## src/rtl/spi_display_pkg.sv

```systemverilog
// Shared types for the SPI display target.
// Used by the target top and its receive FIFO.
package spi_display_pkg;

    typedef enum logic [1:0] {
        S_IDLE,
        S_LOAD,
        S_SHIFT
    } spi_state_t;

    typedef struct packed {
        logic       dc;
        logic [7:0] data;
    } rx_entry_t;

    localparam logic [7:0] TX_IDLE_BYTE = 8'h00;

endpackage

```

## src/rtl/spi_display_if.sv

```systemverilog
// SPI display link pins: initiator drives clock, data,
// select and D/C; the target returns miso.
interface spi_display_if;

    logic spi_clk;
    logic spi_mosi;
    logic display_csb;
    logic data_commandb;
    logic spi_miso;

    modport master (
        output spi_clk,
        output spi_mosi,
        output display_csb,
        output data_commandb,
        input  spi_miso
    );

    modport slave (
        input  spi_clk,
        input  spi_mosi,
        input  display_csb,
        input  data_commandb,
        output spi_miso
    );

endinterface

```

## src/rtl/sync_fifo.sv

```systemverilog
// Single-clock FIFO with push/full and valid/ready pop.
// A push into a full FIFO is dropped unless a pop frees a slot.
module sync_fifo #(
    parameter int WIDTH = 9,
    parameter int DEPTH = 8
) (
    input  logic             clk,
    input  logic             rst,
    input  logic             push,
    input  logic [WIDTH-1:0] push_data,
    output logic             full,
    output logic             drop,
    output logic             pop_valid,
    input  logic             pop_ready,
    output logic [WIDTH-1:0] pop_data
);

    localparam int AW = $clog2(DEPTH);
    localparam int CW = AW + 1;

    logic [WIDTH-1:0] mem [DEPTH];
    logic [AW-1:0]    wr_ptr;
    logic [AW-1:0]    rd_ptr;
    logic [CW-1:0]    count;
    logic             pop_fire;
    logic             accept;

    assign pop_valid = (count != '0);
    assign full      = (count == CW'(DEPTH));
    assign pop_fire  = pop_valid & pop_ready;
    assign accept    = push & (~full | pop_fire);
    assign drop      = push & full & ~pop_fire;
    assign pop_data  = pop_valid ? mem[rd_ptr] : '0;

    always_ff @(posedge clk) begin
        if (rst) begin
            wr_ptr <= '0;
            rd_ptr <= '0;
            count  <= '0;
        end else begin
            if (accept)
                wr_ptr <= wr_ptr + 1'b1;
            if (pop_fire)
                rd_ptr <= rd_ptr + 1'b1;
            unique case ({accept, pop_fire})
                2'b10:   count <= count + 1'b1;
                2'b01:   count <= count - 1'b1;
                default: ;
            endcase
        end
    end

    // When full with a pop, the write lands in the slot being vacated.
    always_ff @(posedge clk) begin
        if (accept)
            mem[wr_ptr] <= push_data;
    end

endmodule

```

## src/rtl/spi_display_target.sv

```systemverilog
// SPI mode-0 target for the display link: oversampled on clk,
// bytes tagged with D/C go to a FIFO, tx bytes return on miso.
module spi_display_target
    import spi_display_pkg::*;
#(
    parameter int FIFO_DEPTH  = 8,
    parameter int SYNC_STAGES = 2
) (
    input  logic         clk,
    input  logic         rst,
    spi_display_if.slave spi,
    output logic [7:0]   rx_data,
    output logic         rx_dc,
    output logic         rx_valid,
    input  logic         rx_ready,
    input  logic [7:0]   tx_data,
    input  logic         tx_valid,
    output logic         tx_ready,
    output logic         overflow,
    output logic         frame_error
);

    logic [SYNC_STAGES-1:0] sclk_q;
    logic [SYNC_STAGES-1:0] mosi_q;
    logic [SYNC_STAGES-1:0] csb_q;
    logic [SYNC_STAGES-1:0] dc_q;
    logic sclk_d;
    logic csb_d;
    logic sclk_s;
    logic mosi_s;
    logic csb_s;
    logic dc_s;
    logic rise;
    logic fall;
    logic csb_fall;
    logic csb_rise;

    spi_state_t state, state_n;
    logic [2:0] bit_cnt, bit_cnt_n;
    logic [7:0] rx_shift, rx_shift_n;
    logic [7:0] tx_shift, tx_shift_n;
    logic       skip_fall, skip_fall_n;
    logic       push_q, push_n;
    rx_entry_t  push_entry, push_entry_n;
    logic       ferr_n;
    logic       load;

    rx_entry_t  head;
    logic       fifo_full;
    logic       fifo_drop;

    // Sync chains reset low so a csb held low through rst
    // never looks like a fresh falling edge.
    always_ff @(posedge clk) begin
        if (rst) begin
            sclk_q <= '0;
            mosi_q <= '0;
            csb_q  <= '0;
            dc_q   <= '0;
            sclk_d <= 1'b0;
            csb_d  <= 1'b0;
        end else begin
            sclk_q <= {sclk_q[SYNC_STAGES-2:0], spi.spi_clk};
            mosi_q <= {mosi_q[SYNC_STAGES-2:0], spi.spi_mosi};
            csb_q  <= {csb_q[SYNC_STAGES-2:0], spi.display_csb};
            dc_q   <= {dc_q[SYNC_STAGES-2:0], spi.data_commandb};
            sclk_d <= sclk_s;
            csb_d  <= csb_s;
        end
    end

    assign sclk_s   = sclk_q[SYNC_STAGES-1];
    assign mosi_s   = mosi_q[SYNC_STAGES-1];
    assign csb_s    = csb_q[SYNC_STAGES-1];
    assign dc_s     = dc_q[SYNC_STAGES-1];
    assign rise     = sclk_s & ~sclk_d;
    assign fall     = ~sclk_s & sclk_d;
    assign csb_fall = ~csb_s & csb_d;
    assign csb_rise = csb_s & ~csb_d;

    always_ff @(posedge clk) begin
        if (rst) begin
            state       <= S_IDLE;
            bit_cnt     <= '0;
            rx_shift    <= '0;
            tx_shift    <= '0;
            skip_fall   <= 1'b0;
            push_q      <= 1'b0;
            push_entry  <= '0;
            frame_error <= 1'b0;
        end else begin
            state       <= state_n;
            bit_cnt     <= bit_cnt_n;
            rx_shift    <= rx_shift_n;
            tx_shift    <= tx_shift_n;
            skip_fall   <= skip_fall_n;
            push_q      <= push_n;
            push_entry  <= push_entry_n;
            frame_error <= ferr_n;
        end
    end

    always_comb begin
        state_n      = state;
        bit_cnt_n    = bit_cnt;
        rx_shift_n   = rx_shift;
        tx_shift_n   = tx_shift;
        skip_fall_n  = skip_fall;
        push_n       = 1'b0;
        push_entry_n = push_entry;
        ferr_n       = 1'b0;
        load         = 1'b0;
        if (csb_rise) begin
            state_n   = S_IDLE;
            bit_cnt_n = '0;
            ferr_n    = (bit_cnt != '0);
        end else begin
            unique case (state)
                S_IDLE: begin
                    bit_cnt_n = '0;
                    if (csb_fall)
                        state_n = S_LOAD;
                end
                S_LOAD: begin
                    load        = 1'b1;
                    skip_fall_n = 1'b0;
                    state_n     = S_SHIFT;
                end
                S_SHIFT: begin
                    if (rise) begin
                        rx_shift_n = {rx_shift[6:0], mosi_s};
                        if (bit_cnt == 3'd7) begin
                            bit_cnt_n         = '0;
                            push_n            = 1'b1;
                            push_entry_n.dc   = dc_s;
                            push_entry_n.data = {rx_shift[6:0], mosi_s};
                            load              = 1'b1;
                            skip_fall_n       = 1'b1;
                        end else begin
                            bit_cnt_n = bit_cnt + 3'd1;
                        end
                    end else if (fall) begin
                        if (skip_fall)
                            skip_fall_n = 1'b0;
                        else
                            tx_shift_n = {tx_shift[6:0], 1'b0};
                    end
                end
                default: state_n = S_IDLE;
            endcase
        end
        if (load)
            tx_shift_n = tx_valid ? tx_data : TX_IDLE_BYTE;
    end

    assign tx_ready     = load & tx_valid;
    assign spi.spi_miso = (state == S_SHIFT) & tx_shift[7];

    sync_fifo #(
        .WIDTH ($bits(rx_entry_t)),
        .DEPTH (FIFO_DEPTH)
    ) u_fifo (
        .clk       (clk),
        .rst       (rst),
        .push      (push_q),
        .push_data (push_entry),
        .full      (fifo_full),
        .drop      (fifo_drop),
        .pop_valid (rx_valid),
        .pop_ready (rx_ready),
        .pop_data  (head)
    );

    assign rx_data = head.data;
    assign rx_dc   = head.dc;

    always_ff @(posedge clk) begin
        if (rst)
            overflow <= 1'b0;
        else if (fifo_drop)
            overflow <= 1'b1;
    end

endmodule
```

## src/flat_wrapper.sv

```systemverilog
// flat-port wrapper written by rule: the top's interface ports become plain ports
module spi_display_target_flat import spi_display_pkg::*;
#(
    parameter int FIFO_DEPTH  = 8,
    parameter int SYNC_STAGES = 2
)
  (clk, rst, rx_data, rx_dc, rx_valid, rx_ready, tx_data, tx_valid, tx_ready, overflow, frame_error, spi_spi_clk, spi_spi_mosi, spi_display_csb, spi_data_commandb, spi_spi_miso);
  spi_display_if spi_i ();
  input  logic clk;
  input  logic rst;
  output logic [7:0] rx_data;
  output logic rx_dc;
  output logic rx_valid;
  input  logic rx_ready;
  input  logic [7:0] tx_data;
  input  logic tx_valid;
  output logic tx_ready;
  output logic overflow;
  output logic frame_error;
  input wire logic [$bits(spi_i.spi_clk)-1:0] spi_spi_clk;
  input wire logic [$bits(spi_i.spi_mosi)-1:0] spi_spi_mosi;
  input wire logic [$bits(spi_i.display_csb)-1:0] spi_display_csb;
  input wire logic [$bits(spi_i.data_commandb)-1:0] spi_data_commandb;
  output wire logic [$bits(spi_i.spi_miso)-1:0] spi_spi_miso;
  assign spi_i.spi_clk = spi_spi_clk;
  assign spi_i.spi_mosi = spi_spi_mosi;
  assign spi_i.display_csb = spi_display_csb;
  assign spi_i.data_commandb = spi_data_commandb;
  assign spi_spi_miso = spi_i.spi_miso;
  spi_display_target #(.FIFO_DEPTH(FIFO_DEPTH), .SYNC_STAGES(SYNC_STAGES)) u_core (.clk(clk), .rst(rst), .spi(spi_i), .rx_data(rx_data), .rx_dc(rx_dc), .rx_valid(rx_valid), .rx_ready(rx_ready), .tx_data(tx_data), .tx_valid(tx_valid), .tx_ready(tx_ready), .overflow(overflow), .frame_error(frame_error));
endmodule
```

## config.mk

```make
export PLATFORM = sky130hd
export DESIGN_NAME = spi_display_target_flat
export DESIGN_NICKNAME = d
export VERILOG_FILES = /design/src/rtl/spi_display_pkg.sv /design/src/rtl/spi_display_if.sv /design/src/rtl/sync_fifo.sv /design/src/rtl/spi_display_target.sv /design/src/flat_wrapper.sv
export SDC_FILE = /design/constraint.sdc
export NUM_CORES = 1
export LEC_CHECK = 0
export ABC_AREA = 1
export CORE_MARGIN = 2
export CORE_UTILIZATION = 45
export CTS_BUF_LIST = sky130_fd_sc_hd__clkbuf_8
export DETAILED_ROUTE_END_ITERATION = 10
export PLACE_DENSITY = 0.69
export SLEW_MARGIN = 5
export SYNTH_ARGS = -nofsm -noshare
export SYNTH_HDL_FRONTEND = slang
export SYNTH_SLANG_ARGS = --single-unit
```

## constraint.sdc

```tcl
create_clock -name clk -period 1.78 [get_ports clk]
set_clock_uncertainty 0.05 [all_clocks]
set_input_delay 0.267 -clock clk [delete_from_list [all_inputs] [get_ports clk]]
set_output_delay 0.267 -clock clk [all_outputs]
set_load 0.005 [all_outputs]
```

== After elaboration in Yosys (flattened, before gate mapping) ==
Memories as Yosys holds them, arrays and structs flattened. A register that Yosys moved wholly into a read port is not among the register bits.
Cells that the tools add are included.
Widths: inputs -> output; s select.

* Flip-flop bits (word level): 53
* Bits in latches: 0
* Memory bits (writable): 72
* Memory bits (read-only): 0
* Output and inout port bits: 14
* Logic and storage cells: 100
* Memories: 1

{| class="wikitable"
|+ Memories
! memory !! depth !! bits a word !! rd ports !! clocked after Yosys merged registers in !! wr ports !! line !! source
|-
| u_core.u_fifo.mem || 8 || 9 || 1 || 1 || 1 || sync_fifo.sv:21 || <nowiki>logic [WIDTH-1:0] mem [DEPTH];</nowiki>
|}

* Add/sub/neg operators: 5
* Multipliers: 0
* Divide/modulo/power cells: 0
* $lt $le $gt $ge: 0
* Equality and inequality tests: 13
* Shift-type cells: 0
* Mux-type cells: 26
* Bitwise gates (word level): 19
* Reductions and logical operators: 17

{| class="wikitable"
|+ Operators by type and width
! operator !! count
|-
| $mux 8 || 7
|-
| $mux 3 || 4
|-
| $and 1x1->1 || 10
|-
| $reduce_bool 2->1 || 5
|-
| $add 3x1->3 const B || 3
|-
| $mux 9 || 1
|-
| $mux 1 || 8
|-
| $not 1->1 || 8
|-
| $pmux 4 s2 || 1
|-
| $reduce_and 4->1 || 2
|-
| $ne 2x2->1 const B || 3
|-
| $pmux 2 s3 || 1
|-
| $pmux 3 s2 || 1
|-
| $reduce_and 5->1 || 1
|-
| $add 4x1->4 const B || 1
|-
| $eq 2x1->1 const B || 2
|-
| $eq 2x2->1 const B || 2
|-
| $eq 4x4->1 const B || 1
|-
| $ne 2x1->1 const B || 2
|-
| $pmux 1 s2 || 2
|-
| $reduce_and 2->1 || 2
|-
| $reduce_bool 4->1 || 1
|-
| $reduce_or 2->1 || 2
|-
| $sub 4x1->4 const B || 1
|-
| 9 further kinds || 9
|}

== Longest topological paths before layout ==
Gate-level depths: netlist of the first run.

* Depth in word-level cells: 7
* Gate-level depth with buffers: 12
* Depth with buffers taken out: 12

== Modules after synthesis ==
From an unflattened synthesis of the first run, not the netlist that was laid out.

* Cell total of the unflattened synthesis: 557
* Area total of the unflattened synthesis: 5345.1 um^2

{| class="wikitable"
|+ By module, submodules not included
! module !! times used !! cells each !! area each (um^2) !! sequential area each (um^2)
|-
| sync_fifo || 1 || 310 || 3509.6 || 2422.3
|-
| spi_display_target || 1 || 247 || 1835.5 || 860.8
|}

== Worst setup path before layout of the first run ==
No wires, ideal clock.

* Path kind: reg-to-reg
* Start point: register u_core.u_fifo.count[1]
* End point: register u_core.u_fifo.count[2]
* Library setup time: 115 ps
* Data arrival time: 1691 ps
* Path slack: -76 ps
* Cell stages (with the launch flop): 10
* Path buffers: 0
* Cells stage by stage: dfxtp_1 nor2_1 nand4_1 nand2_1 ha_1 inv_1 fa_1 xnor2_1 o21ai_0 inv_1

* Cells in the longest elaborated chain, start to end: 6
* Elaborated cells on any way between the ends: 12

{| class="wikitable"
|+ Ends and longest elaborated chain
! item !! line !! source
|-
| from (decl) || sync_fifo.sv:24 || <nowiki>logic [CW-1:0] count;</nowiki>
|-
| from (signal assigned) || sync_fifo.sv:46 || <nowiki>2'b10: count <= count + 1'b1;</nowiki>
|-
| from (signal assigned) || sync_fifo.sv:47 || <nowiki>2'b01: count <= count - 1'b1;</nowiki>
|-
| $reduce_bool 4->1 / $eq 4x4->1 (equally long branches) || sync_fifo.sv:28, sync_fifo.sv:29 ||
|-
| $and 1x1->1 / $not 1->1 (equally long branches) || sync_fifo.sv:30, sync_fifo.sv:31 ||
|-
| $or 1x1->1 || sync_fifo.sv:31 || <nowiki>assign accept = push & (~full | pop_fire);</nowiki>
|-
| $and 1x1->1 || sync_fifo.sv:31 ||
|-
| $eq 2x1->1 / $eq 2x2->1 (equally long branches) || sync_fifo.sv:45 || <nowiki>unique case ({accept, pop_fire})</nowiki>
|-
| $pmux 4 s2 / $reduce_bool 2->1 (equally long branches) || n/a ||
|}

Parallel ways exist; a longest one is shown, timed or not.
A chain may end at the register's enable or synchronous reset.

==> impl_metrics.prom, run 1 <==
# TYPE chip_impl_metric gauge
chip_impl_info{name="status",value="finished with violations"} 1
chip_impl_info{name="failed_checks",value="setup timing"} 1
chip_impl_metric{name="gp_routability_congestion",unit=""} 0.800
chip_impl_info{name="r2r_start",value="u_core.u_fifo.count[1]"} 1
chip_impl_metric{name="syn_area_per_cell",unit="um2"} 9.91
chip_impl_metric{name="timing.slew.headroom",unit=""} 0.745
chip_impl_info{name="min_delay_worst_endpoint",value="u_core.csb_q[0]"} 1
chip_impl_metric{name="syn_nets",unit=""} 563
chip_impl_metric{name="pwr-share-seq",unit=""} 0.366
chip_impl_metric{name="yosys.area_share.adder",unit=""} 0.0297
chip_impl_metric{name="fin_area",unit="um2"} 6910
chip_impl_metric{name="finalHoldViolCount",unit=""} 0
chip_impl_metric{name="overflow",unit=""} 0
chip_impl_metric{name="timing.critical_path.fanout_max",unit=""} 6
chip_impl_info{name="hp-start",value="spi_display_csb"} 1
chip_impl_metric{name="post_synth_inst_count",unit=""} 535
chip_impl_metric{name="track_usage",unit=""} 0.188
chip_impl_metric{name="synth_xor_xnor_area_share",unit=""} 0.00661
chip_impl_metric{name="hpwl",unit="um"} 7130
chip_impl_metric{name="post_synth_num_cell_types",unit=""} 33
chip_impl_metric{name="rows",unit=""} 39
chip_impl_metric{name="num_io_pins",unit=""} 30
chip_impl_metric{name="power.share.switching",unit=""} 0.314
chip_impl_metric{name="yosysWarningCount",unit=""} 0
chip_impl_metric{name="syn-cell-area",unit="um2"} 5300
chip_impl_metric{name="p_comb_frac",unit=""} 0.361
chip_impl_metric{name="finalNetCount",unit=""} 656
chip_impl_metric{name="die-height",unit="um"} 113
chip_impl_metric{name="drv_slew",unit=""} 0
chip_impl_info{name="worstSetupPathType",value="reg2out"} 1
chip_impl_metric{name="die_area",unit="um2"} 12700
chip_impl_metric{name="setup_ws",unit="ns"} -0.263
chip_impl_info{name="master_of_the_slowest_instance_on_the_critical_path",value="sky130_fd_sc_hd__dfxtp_4"} 1
chip_impl_metric{name="power_report.internal_total",unit="uW"} 6300
chip_impl_metric{name="maxClockFrequency",unit="MHz"} 489
chip_impl_metric{name="max_slew.worst_pin.slew",unit="ns"} 0.382
chip_impl_metric{name="clock_insertion_delay_worst_skew",unit="ns"} 0.42
chip_impl_metric{name="reg2reg_slack",unit="ns"} 0.07
chip_impl_metric{name="net-switching-power",unit="uW"} 2880
chip_impl_metric{name="cts_buffers",unit=""} 17
chip_impl_metric{name="syn2layout_area_growth",unit="%"} 30.4
chip_impl_metric{name="synthSimpleGateAreaFrac",unit=""} 0.162
chip_impl_metric{name="hold_fix_buffers_at_cts",unit=""} 0
chip_impl_metric{name="worst-endpoint-required",unit="ns"} 1.46
chip_impl_metric{name="placement.io_buffers",unit=""} 29
chip_impl_metric{name="sequential_cell_area",unit="um2"} 3300
chip_impl_metric{name="layout_worst_path_cycle_share",unit=""} 1.15
chip_impl_metric{name="finalSetupViolCount",unit=""} 10
chip_impl_metric{name="timing.hold.worst_path_depth",unit=""} 3
chip_impl_metric{name="max_stage_delay",unit="ns"} 0.40
chip_impl_metric{name="antenna_found_initial",unit=""} 0
chip_impl_metric{name="worst_setup_hold_path_clk_slew",unit="ns"} 0.07
chip_impl_metric{name="clock_power_share",unit=""} 0.273
chip_impl_metric{name="fin_worst_hold_slack",unit="ns"} 0.317
chip_impl_metric{name="drt-initial-drc-count",unit=""} 227
chip_impl_info{name="rsz0062_at_grt",value="true"} 1
chip_impl_info{name="cp-start-kind",value="register"} 1
chip_impl_metric{name="firstDrtPassIters",unit=""} 4
chip_impl_metric{name="core_area",unit="um2"} 11500
chip_impl_metric{name="die_w",unit="um"} 113
chip_impl_metric{name="cap_viol_max_count",unit=""} 0
chip_impl_metric{name="route.detailed.vias_per_inst",unit=""} 5.07
chip_impl_info{name="worst_flop_to_flop_path_endpoint",value="u_core.u_fifo.count[2]"} 1
chip_impl_metric{name="route.final.wire_length",unit="um"} 11200
chip_impl_metric{name="tritoncts_num_sinks",unit=""} 128
chip_impl_metric{name="power_density",unit="nW/um2"} 1330
chip_impl_metric{name="place_area",unit="um2"} 6010
chip_impl_metric{name="synth_compound_area_frac",unit=""} 0.121
chip_impl_metric{name="clockBufferDepth",unit=""} 2
chip_impl_metric{name="pin_count_of_the_biggest_net_entering_global_routing",unit=""} 28
chip_impl_metric{name="final_cells",unit=""} 784
chip_impl_metric{name="place.detailed.instances",unit=""} 725
chip_impl_info{name="clock-root-buffer",value="sky130_fd_sc_hd__clkbuf_8"} 1
chip_impl_metric{name="timing.reg2reg.worst_path_depth",unit=""} 9
chip_impl_metric{name="peakVddDrop",unit="V"} 0.000829
chip_impl_info{name="cell_occurring_most_often_along_the_worst_timing_path",value="sky130_fd_sc_hd__nor2_1"} 1
chip_impl_metric{name="dr_total_vias",unit=""} 3972
chip_impl_metric{name="layout-drive-gt1-share",unit=""} 0.276
chip_impl_info{name="cts_tree",value="built"} 1
chip_impl_info{name="worst_hold_path_type",value="in2reg"} 1
chip_impl_metric{name="multi_input_area",unit="um2"} 1890
chip_impl_metric{name="muxShareOfSynthArea",unit=""} 0
chip_impl_metric{name="antenna_left",unit=""} 0
chip_impl_metric{name="synth_sequential_area_ratio",unit=""} 0.619
chip_impl_metric{name="synth.ff_latch_count",unit=""} 128
chip_impl_metric{name="number_of_global_route_vias_before_repair",unit=""} 4028
chip_impl_metric{name="first_pass_grt_wire_length",unit="um"} 18900
chip_impl_metric{name="final.fill_count",unit=""} 886
chip_impl_metric{name="cts-htree-levels",unit=""} 4
chip_impl_metric{name="wl_per_cell",unit="um"} 14.3
chip_impl_info{name="crit_chain",value="buf_6, clkinv_8, buf_8, buf_6, nor2_1, o22ai_1, nor2_1, nor2_1, buf_2"} 1
chip_impl_metric{name="antenna-diode-count",unit=""} 0
chip_impl_metric{name="crit_arrival",unit="ns"} 1.73
chip_impl_metric{name="drcViolationCount",unit=""} 0
chip_impl_metric{name="fin_setup_tns",unit="ns"} -2.14
chip_impl_metric{name="floorplan.initialDensity",unit=""} 0.462
chip_impl_metric{name="leakage",unit="uW"} 0.00286
chip_impl_metric{name="final.min_clock_period",unit="ns"} 2.04
chip_impl_info{name="main_combinational_cell_family_by_area_after_synthesis",value="simple AND/OR/NAND/NOR gates"} 1
chip_impl_info{name="worstSetupEndpointType",value="output port"} 1
==> cells in the final DEF, fill, tap and decap left out, drive strengths merged, types with 9 or more instances in the layout <==
cell type | netlist | final
ha | 11 | 11
edfxtp | 72 | 72
a21oi | 30 | 30
buf | 17 | 78
dfxtp | 56 | 56
nand2 | 62 | 62
o21ai | 65 | 65
o211ai | 10 | 10
clkdlybuf4s50 | 0 | 17
o22ai | 9 | 9
clkbuf | 7 | 18
nor2 | 108 | 108
clkinv | 7 | 15
nand4 | 10 | 10
inv | 47 | 48
==> area by class of cell <==
| cell class | instances | share of cell area |
|---|---|---|
| clock buffers | 17 | 0.0338 |
| clock inverters | 15 | 0.0246 |
| inverters | 54 | 0.0315 |
| multi-input cells | 329 | 0.274 |
| flip-flops and latches | 128 | 0.477 |
| well taps | 143 | 0.0259 |
| repair buffers | 98 | 0.133 |
==> power by group through the flow <==
stage,logic [uW],registers [uW],clock network [uW]
2_1_floorplan,1500,3340,0
3_3_place_gp,2280,3360,0
3_5_place_dp,2340,3360,0
4_1_cts,2970,3350,2540
5_1_grt,3680,3370,2680
6_report,3310,3360,2510
==> state kept, by name (all words and copies together) (netlist names), named ones only <==
| register | count |
|---|---|
| u_core.bit_cnt | 3 |
| u_core.csb_d | 1 |
| u_core.csb_q | 2 |
| u_core.dc_q | 2 |
| u_core.frame_error | 1 |
| u_core.mosi_q | 2 |
| u_core.overflow | 1 |
| u_core.push_entry | 9 |
| u_core.push_q | 1 |
| u_core.rx_shift | 7 |
| u_core.sclk_d | 1 |
| u_core.sclk_q | 2 |
| u_core.skip_fall | 1 |
| u_core.state | 2 |
| u_core.tx_shift | 8 |
| u_core.u_fifo.count | 4 |
| u_core.u_fifo.mem | 72 |
| u_core.u_fifo.rd_ptr | 3 |
| u_core.u_fifo.wr_ptr | 3 |
==> routing by layer <==
layer	up-vias	track usage	part of all wire
li1	2000	-	-
met1	1870	0.234	0.43
met2	90	0.323	0.52
met3	12	0.0464	0.043
met4	0	0.0618	0.012
met5	-	0	0
==> how the worst max path moves through the flow <==
stage	cells past startpoint	start	slack, ns	endpoint
2_1_floorplan	9	u_core.u_fifo.count[1]	0.04	u_core.u_fifo.count[2]
3_3_place_gp	12	rx_ready	-0.31	u_core.u_fifo.count[3]
3_5_place_dp	12	rx_ready	-0.35	u_core.u_fifo.count[3]
4_1_cts	9	register	-0.28	rx_dc
5_1_grt	9	register	-0.36	rx_data[7]
6_report	9	register	-0.26	rx_data[1]
==> synth_stat cells, drive strengths merged <==
cell,instances,area (um2)
ha,11,138
a211oi,3,27.5
clkbuf,7,26.3
o211ai,10,75.1
xnor2,2,17.5
o22ai,9,56.3
fa,1,20.0
edfxtp,72,2160
dfxtp,56,1120
buf,17,98.8
xor2,2,17.5
nand3,7,35.0
inv,47,176
clkinv,7,26.3
a21oi,30,150
nand4,10,77.6
nand3b,7,52.6
o21a,1,7.51
nand2,62,253
or2,1,6.26
nor2,108,433
o21ai,65,325
==> cell families after synthesis <==
group,after synthesis
xor gates and xnor gates,4
AOI/OAI and AO/OA,118
and+or+nand+nor,195
adders and majority gates,12
buffers and inverters,78
DFF,128
==> worst max-delay path: cells and delay by family, from the launching register on <==
| family | cells | cell delay (ns) |
|---|---|---|
| buffers and inverters | 5 | 0.57 |
| DFF | 1 | 0.40 |
| and+or+nand+nor | 3 | 0.26 |
| AOI/OAI and AO/OA | 1 | 0.08 |
==> metrics by stage <==
stage / total power [uW] / setup WS [ns] / utilization
detailed placement: 5700 / -0.347 / 0.524
floorplan: 4830 / 0.0368 / -
finish: 9180 / -0.263 / 0.603
global route: 9730 / -0.361 / 0.603
CTS: 8870 / -0.277 / 0.590
global placement: 5630 / -0.309 / 0.524
==> what timing repair did <==
action	CTS	global route
resized for setup	103	40
setup endpoints to repair	14	29
pin swaps	40	35
buffers inserted	20	6
gates cloned	3	0
No activity file was read; power rests on OpenSTA's default activity.
==> inputs of run 2 (changes only) <==
--- a/config.mk
+++ b/config.mk
@@ -10,6 +10,7 @@
 export CORE_UTILIZATION = 45
 export CTS_BUF_LIST = sky130_fd_sc_hd__clkbuf_8
 export DETAILED_ROUTE_END_ITERATION = 10
+export GPL_TIMING_DRIVEN = 1
 export PLACE_DENSITY = 0.69
 export SLEW_MARGIN = 5
 export SYNTH_ARGS = -nofsm -noshare
==> results of run 2 <==
No change in the layout: final DEF, timing and power equal those of run 1.
